## src/rtl/cdc_pkg.sv

```systemverilog
// Shared constants and helpers for the pulse launch scheduler and its arbiter.
// Holds the default sizing and the requester-index width rule.
package cdc_pkg;

    localparam int NUM_REQ_DEF = 4;
    localparam int CNT_W_DEF   = 3;
    localparam int GAP_W_DEF   = 8;

    // Index width for a requester population; never narrower than one bit.
    function automatic int id_w(input int n);
        return (n > 1) ? $clog2(n) : 1;
    endfunction

    typedef enum logic [1:0] {
        CNT_HOLD,
        CNT_INC,
        CNT_DEC,
        CNT_DROP
    } cnt_op_e;

endpackage

```

## src/rtl/pulse_launch_sched_rr_arb.sv

```systemverilog
// Combinational round-robin picker: scans from last_grant+1 (wrapping) and
// returns the first active request.
module rr_arb
    import cdc_pkg::*;
#(
    parameter int NUM_REQ = NUM_REQ_DEF
) (
    input  logic [NUM_REQ-1:0]          req_i,
    input  logic [id_w(NUM_REQ)-1:0]    last_grant_i,
    output logic                        grant_valid_o,
    output logic [id_w(NUM_REQ)-1:0]    grant_idx_o
);

    localparam int ID_W = id_w(NUM_REQ);

    // Walk offsets from farthest to nearest so the nearest hit is written last.
    always_comb begin
        int              idx;
        logic [ID_W-1:0] sel;
        grant_valid_o = 1'b0;
        grant_idx_o   = '0;
        idx           = 0;
        sel           = '0;
        for (int off = NUM_REQ; off >= 1; off--) begin
            idx = int'(last_grant_i) + off;
            if (idx >= NUM_REQ) begin
                idx = idx - NUM_REQ;
            end
            sel = ID_W'(idx);
            if (req_i[sel]) begin
                grant_valid_o = 1'b1;
                grant_idx_o   = sel;
            end
        end
    end

endmodule

```

## src/rtl/pulse_launch_sched.sv

```systemverilog
// Accumulates per-requester event pulses in saturating counters and launches
// them one at a time, round-robin, with a configurable idle gap between launches.
module pulse_launch_sched
    import cdc_pkg::*;
#(
    parameter int NUM_REQ = NUM_REQ_DEF,
    parameter int CNT_W   = CNT_W_DEF,
    parameter int GAP_W   = GAP_W_DEF
) (
    input  logic                     clk,
    input  logic                     rst,
    input  logic                     en,
    input  logic [GAP_W-1:0]         cfg_gap,
    input  logic [NUM_REQ-1:0]       req_pulse,
    input  logic [NUM_REQ-1:0]       ovf_clr,
    output logic                     evt_pulse,
    output logic [id_w(NUM_REQ)-1:0] evt_id,
    output logic                     pending_any,
    output logic [NUM_REQ-1:0]       ovf_sticky
);

    localparam int              ID_W      = id_w(NUM_REQ);
    localparam logic [CNT_W-1:0] CNT_MAX  = '1;
    localparam logic [ID_W-1:0]  LAST_INIT = ID_W'(NUM_REQ - 1);

    logic [CNT_W-1:0]   cnt_q [NUM_REQ];
    logic [CNT_W-1:0]   cnt_d [NUM_REQ];
    logic [GAP_W-1:0]   gap_q, gap_d;
    logic [ID_W-1:0]    last_q, last_d;
    logic [ID_W-1:0]    id_q, id_d;
    logic               pulse_q, pulse_d;
    logic               pend_q, pend_d;
    logic [NUM_REQ-1:0] ovf_q, ovf_d;

    logic [NUM_REQ-1:0] nz;
    logic [NUM_REQ-1:0] gnt_vec;
    logic [NUM_REQ-1:0] ovf_set;
    logic               grant_valid;
    logic               grant_fire;
    logic [ID_W-1:0]    grant_idx;

    always_comb begin
        for (int i = 0; i < NUM_REQ; i++) begin
            nz[i] = (cnt_q[i] != '0);
        end
    end

    rr_arb #(
        .NUM_REQ (NUM_REQ)
    ) u_rr_arb (
        .req_i         (nz),
        .last_grant_i  (last_q),
        .grant_valid_o (grant_valid),
        .grant_idx_o   (grant_idx)
    );

    // A launch is decided only from registered counters, with the gap expired.
    assign grant_fire = en && (gap_q == '0) && grant_valid;

    always_comb begin
        gnt_vec = '0;
        if (grant_fire) begin
            gnt_vec[grant_idx] = 1'b1;
        end
    end

    // Counter update: a grant and a new event in the same cycle cancel out.
    always_comb begin
        cnt_op_e op;
        ovf_set = '0;
        op      = CNT_HOLD;
        for (int i = 0; i < NUM_REQ; i++) begin
            cnt_d[i] = cnt_q[i];
            case ({req_pulse[i], gnt_vec[i]})
                2'b10:   op = (cnt_q[i] == CNT_MAX) ? CNT_DROP : CNT_INC;
                2'b01:   op = CNT_DEC;
                default: op = CNT_HOLD;
            endcase
            case (op)
                CNT_INC:  cnt_d[i] = cnt_q[i] + CNT_W'(1);
                CNT_DEC:  cnt_d[i] = cnt_q[i] - CNT_W'(1);
                CNT_DROP: ovf_set[i] = 1'b1;
                default:  cnt_d[i] = cnt_q[i];
            endcase
        end
    end

    always_comb begin
        pend_d = 1'b0;
        for (int i = 0; i < NUM_REQ; i++) begin
            if (cnt_d[i] != '0) begin
                pend_d = 1'b1;
            end
        end
    end

    // A new drop outranks a clear arriving in the same cycle.
    assign ovf_d = (ovf_q & ~ovf_clr) | ovf_set;

    // The gap countdown runs regardless of en; cfg_gap is only read at a grant.
    always_comb begin
        if (grant_fire) begin
            gap_d = cfg_gap;
        end else if (gap_q != '0) begin
            gap_d = gap_q - GAP_W'(1);
        end else begin
            gap_d = gap_q;
        end
    end

    assign last_d  = grant_fire ? grant_idx : last_q;
    assign pulse_d = grant_fire;
    assign id_d    = grant_fire ? grant_idx : '0;

    always_ff @(posedge clk) begin
        if (rst) begin
            for (int i = 0; i < NUM_REQ; i++) begin
                cnt_q[i] <= '0;
            end
            gap_q   <= '0;
            last_q  <= LAST_INIT;
            id_q    <= '0;
            pulse_q <= 1'b0;
            pend_q  <= 1'b0;
            ovf_q   <= '0;
        end else begin
            for (int i = 0; i < NUM_REQ; i++) begin
                cnt_q[i] <= cnt_d[i];
            end
            gap_q   <= gap_d;
            last_q  <= last_d;
            id_q    <= id_d;
            pulse_q <= pulse_d;
            pend_q  <= pend_d;
            ovf_q   <= ovf_d;
        end
    end

    assign evt_pulse   = pulse_q;
    assign evt_id      = id_q;
    assign pending_any = pend_q;
    assign ovf_sticky  = ovf_q;

endmodule

```

## config.mk

```make
export PLATFORM = sky130hd
export DESIGN_NAME = pulse_launch_sched
export DESIGN_NICKNAME = d
export VERILOG_FILES = /design/src/rtl/cdc_pkg.sv /design/src/rtl/pulse_launch_sched_rr_arb.sv /design/src/rtl/pulse_launch_sched.sv
export SDC_FILE = /design/constraint.sdc
export NUM_CORES = 1
export LEC_CHECK = 0
export ABC_AREA = 1
export CAP_MARGIN = 5
export CORE_ASPECT_RATIO = 1.2
export CORE_MARGIN = 1
export CORE_UTILIZATION = 45
export CTS_CLUSTER_SIZE = 14
export DETAILED_ROUTE_END_ITERATION = 16
export PLACE_DENSITY = 0.67
export SYNTH_ARGS = -nofsm -noshare
export SYNTH_HDL_FRONTEND = slang
export SYNTH_SLANG_ARGS = --single-unit
```

## constraint.sdc

```tcl
create_clock -name clk -period 6.3 [get_ports clk]
set_clock_uncertainty 0.2 [all_clocks]
set_input_delay 1.26 -clock clk [delete_from_list [all_inputs] [get_ports clk]]
set_output_delay 1.26 -clock clk [all_outputs]
set_load 0.005 [all_outputs]
```

==> impl_table.tex <==
\begin{tabular}{lr}
\hline
Metric & Value \\
\hline
\multicolumn{2}{l}{\textbf{Timing}} \\
Transition at the pin with the smallest max-transition slack & 0.413 ns \\
Fin Setup TNS & 0 ns \\
Number of max-slew violations in the final report & 0 \\
Worst hold slack across all endpoints & 0.289 ns \\
Final number of hold-violating endpoints & 0 \\
Unrepaired setup endpoints after global routing & false \\
Final setup violation count & 0 \\
Worst-case headroom to the max-slew limit & 72.3\% \\
Final worst path period share & 61.4\% \\
Highest attainable clock frequency & 0.258 GHz \\
Minimum clock period & 3.87 ns \\
\multicolumn{2}{l}{\textbf{Worst setup path}} \\
Worst Path Arrival & 3.85 ns \\
Sequence of cells on the critical path & clkdlybuf4s50\_1 > nand3\_1 > inv\_1 > nand3\_2 > nor2\_1 > ha\_1 > inv\_1 > fa\_1 > nand2\_1 > o21a\_1 > nor2\_1 > nand3\_1 > nor2\_1 > nand4\_1 > nand2\_1 > inv\_1 \\
Critical path fanouts, max & 4 \\
Startpoint-to-endpoint class of the critical path & input port to register \\
Largest stage delay on the critical path & 0.50 ns \\
CP required & 6.28 ns \\
Capturing element type of the critical path & register \\
Highest-delay cell along the critical path & sky130\_fd\_sc\_hd\_\_clkdlybuf4s50\_1 \\
Critical path launch point type & input port \\
\multicolumn{2}{l}{\textbf{Finish}} \\
Fillcell total & 438 \\
Final net count & 375 \\
Commonest non-fill, non-tap cell in the layout & sky130\_fd\_sc\_hd\_\_inv\_1 \\
Top library cells by usage in the layout, fill and taps aside & sky130\_fd\_sc\_hd\_\_inv\_1, sky130\_fd\_sc\_hd\_\_nand2\_1, sky130\_fd\_sc\_hd\_\_nor2\_1 \\
Diode insertion count for antenna repair & 0 \\
Final core occ & 57.2\% \\
Relative area change from synthesis to final layout & 18.9\% \\
Fraction of final layout cells with drive strength greater than 1 & 6.02\% \\
\multicolumn{2}{l}{\textbf{Min path}} \\
Type of the tightest min-delay check & register to register \\
\multicolumn{2}{l}{\textbf{Synth}} \\
Number of flops mapped to enable cells by yosys & 0 \\
Warning count from the yosys run & 0 \\
Count of different cell masters after synthesis & 27 \\
Multiplexer share of the synthesized area & 0\% \\
Post-synthesis compound-gate area fraction & 6.80\% \\
Simple-Gate Fraction of Synth Area & 29.8\% \\
Number of synthesized register bits & 30 \\
Number of instances in the synthesized netlist & 302 \\
Netlist Area Pre-Place & 2100 µm² \\
Net count of the mapped netlist & 346 \\
Average footprint of a synthesized cell & 6.94 µm² \\
Share of synthesized area occupied by flip-flops and latches & 28.6\% \\
Share of synthesized registers carrying an async set or reset & 0\% \\
Combinational family with the most area after synthesis & simple AND/OR/NAND/NOR gates \\
Adder and majority cell fraction of the synthesized area & 16.3\% \\
Most used flip-flop cell after synthesis & sky130\_fd\_sc\_hd\_\_dfxtp\_1 \\
Post-synthesis xor/xnor area fraction & 5.85\% \\
\multicolumn{2}{l}{\textbf{Floorplanning}} \\
Floorplan core area & 4360 µm² \\
Standard-cell rows & 26 \\
Area of the die & 4940 µm² \\
Initial core utilization & 48.1\% \\
Width of the die & 64.3 µm \\
Vert. Die Dim & 76.8 µm \\
Top-level port count & 27 \\
\multicolumn{2}{l}{\textbf{Pwr}} \\
Leakage power figure & 1.22 nW \\
VDD IR max & 164 µV \\
Power density over the cells & 389 nW/µm² \\
\multicolumn{2}{l}{\textbf{Clocking}} \\
Inserted Clock Buffers & 5 \\
Hold-fix buffers at CTS & 0 \\
Clock root cell & sky130\_fd\_sc\_hd\_\_clkbuf\_8 \\
Depth of the CTS H-tree & 2 \\
Register clock-pin slew on the reported worst setup and hold paths & 0.06 ns \\
Clock latency at the later pin of the worst-skew pair & 0.28 ns \\
Post-CTS setup buffer count & 0 \\
Clock Tree Buf Depth & 2 \\
TritonCTS clock tree & yes \\
Number of gates resized after CTS & 0 \\
Sink Count & 30 \\
\multicolumn{2}{l}{\textbf{Placed design}} \\
Buffers on Ports & 26 \\
Final weighted congestion of routability-driven global placement & 0.855 \\
Detailed placer's ending HPWL & 3.41 mm \\
\multicolumn{2}{l}{\textbf{GRT}} \\
Largest net degree at the start of global routing & 29 \\
GRT Total Usage & 19.7\% \\
Initial antenna violation count & 0 \\
Vias in the first global route & 1784 \\
Sum of overflow across all layers after global routing & 0 \\
Wire length of the first global-routing pass & 7.61 mm \\
\multicolumn{2}{l}{\textbf{Drt}} \\
Overall routed net length & 4.31 mm \\
Pre-antenna DRT Iters & 4 \\
Number of antenna-violating nets in the routed design & 0 \\
Vias per inst & 4.66 \\
Total DRC errors in the routed layout & 0 \\
Wirelength per Cell & 11.1 µm \\
Number of vias in the routed layout & 1809 \\
Number of DRC markers after the initial detailed-route iteration & 47 \\
\multicolumn{2}{l}{\textbf{Job}} \\
Number of maximum-capacitance violations & 0 \\
\multicolumn{2}{l}{\textbf{Status}} \\
Run status & completed \\
\hline
\end{tabular}
[state kept, by name (all words and copies together) (netlist names)]
| register | count |
|---|---|
| pending_any | 1 |
| evt_pulse | 1 |
| ovf_sticky | 4 |
| gap_q | 8 |
| last_q | 2 |
| cnt_q | 12 |
| evt_id | 2 |
[cells in the mapped netlist (3+ instances only)]
| master | n | area share (%) |
|---|---|---|
| sky130_fd_sc_hd__inv_1 | 60 | 11 |
| sky130_fd_sc_hd__nand2_1 | 56 | 10 |
| sky130_fd_sc_hd__nor2_1 | 48 | 8.6 |
| sky130_fd_sc_hd__dfxtp_1 | 30 | 29 |
| sky130_fd_sc_hd__nand3_1 | 24 | 5.7 |
| sky130_fd_sc_hd__ha_1 | 21 | 13 |
| sky130_fd_sc_hd__xor2_1 | 12 | 5.0 |
| sky130_fd_sc_hd__a21oi_1 | 10 | 2.4 |
| sky130_fd_sc_hd__a41oi_1 | 4 | 1.7 |
| sky130_fd_sc_hd__fa_1 | 4 | 3.8 |
| sky130_fd_sc_hd__o21ai_1 | 4 | 0.95 |
| sky130_fd_sc_hd__nand4_1 | 3 | 0.90 |
| sky130_fd_sc_hd__nor2_2 | 3 | 0.90 |
| sky130_fd_sc_hd__o21ai_0 | 3 | 0.72 |
| sky130_fd_sc_hd__or2_2 | 3 | 0.90 |
[logic make-up after synthesis]
group	Yosys count
compound gates	24
fa+ha+maj	25
flops	30
buf+inv	66
xor+xnor	14
simple gates	143
[report_power, final]
group	internal, mW	switching [mW]	leakage, nW
sequential	0.234	0.0391	0.246
combinational	0.198	0.336	0.927
clock	0.0880	0.0736	0.0482
[worst paths after layout]
path	startpoint	endpoint	slack [ns]	cells after the start
max	en	pending_any$_SDFF_PP0_	2.43	16
min	ovf_sticky[0]$_SDFF_PP0_	ovf_sticky[0]$_SDFF_PP0_	0.29	2
max reg2reg	last_q[0]$_SDFFE_PP1P_	pending_any$_SDFF_PP0_	2.84	21
min reg2reg	ovf_sticky[0]$_SDFF_PP0_	ovf_sticky[0]$_SDFF_PP0_	0.29	2
[worst max-delay path, delay by kind of cell]
kind / cells / cell delay (ns)
fa+ha+maj: 2 / 0.68
compound gates: 1 / 0.11
buf+inv: 4 / 0.76
simple gates: 9 / 1.05
[per-layer routing]
layer / share of wire (%) / global-route usage, % / up-vias / wire length [µm]
li1: - / - / 973 / -
met2: 53 / 37.1 / 20 / 2270
met3: 2.4 / 3.57 / 6 / 103
met5: 0 / 0 / - / 0
met4: 1.5 / 6.67 / 0 / 64
met1: 43 / 21.6 / 810 / 1870
[stage by stage]
stage | setup slack [ns] | area [µm²] | power (mW) | std cells
floorplan | 3.01 | 2100 | 0.705 | 302
detailed placement | 2.14 | 2400 | 0.811 | 380
global route | 2.20 | 2490 | 1.08 | 388
finish | 2.43 | 2490 | 0.969 | 388
CTS | 2.41 | 2490 | 0.978 | 388
global placement | 2.13 | 2400 | 0.806 | 380
[area by class of cell]
class	count	area (µm²)	share of cell area (%)
clock buffer	7	86.3	3.46
clock inverter	1	5.00	0.201
inverter	61	229	9.19
multi-input combinational	206	1230	49.5
sequential	30	601	24.1
tap	56	70.1	2.81
timing repair buffer	27	268	10.7
(Power assumes the default switching activity.)
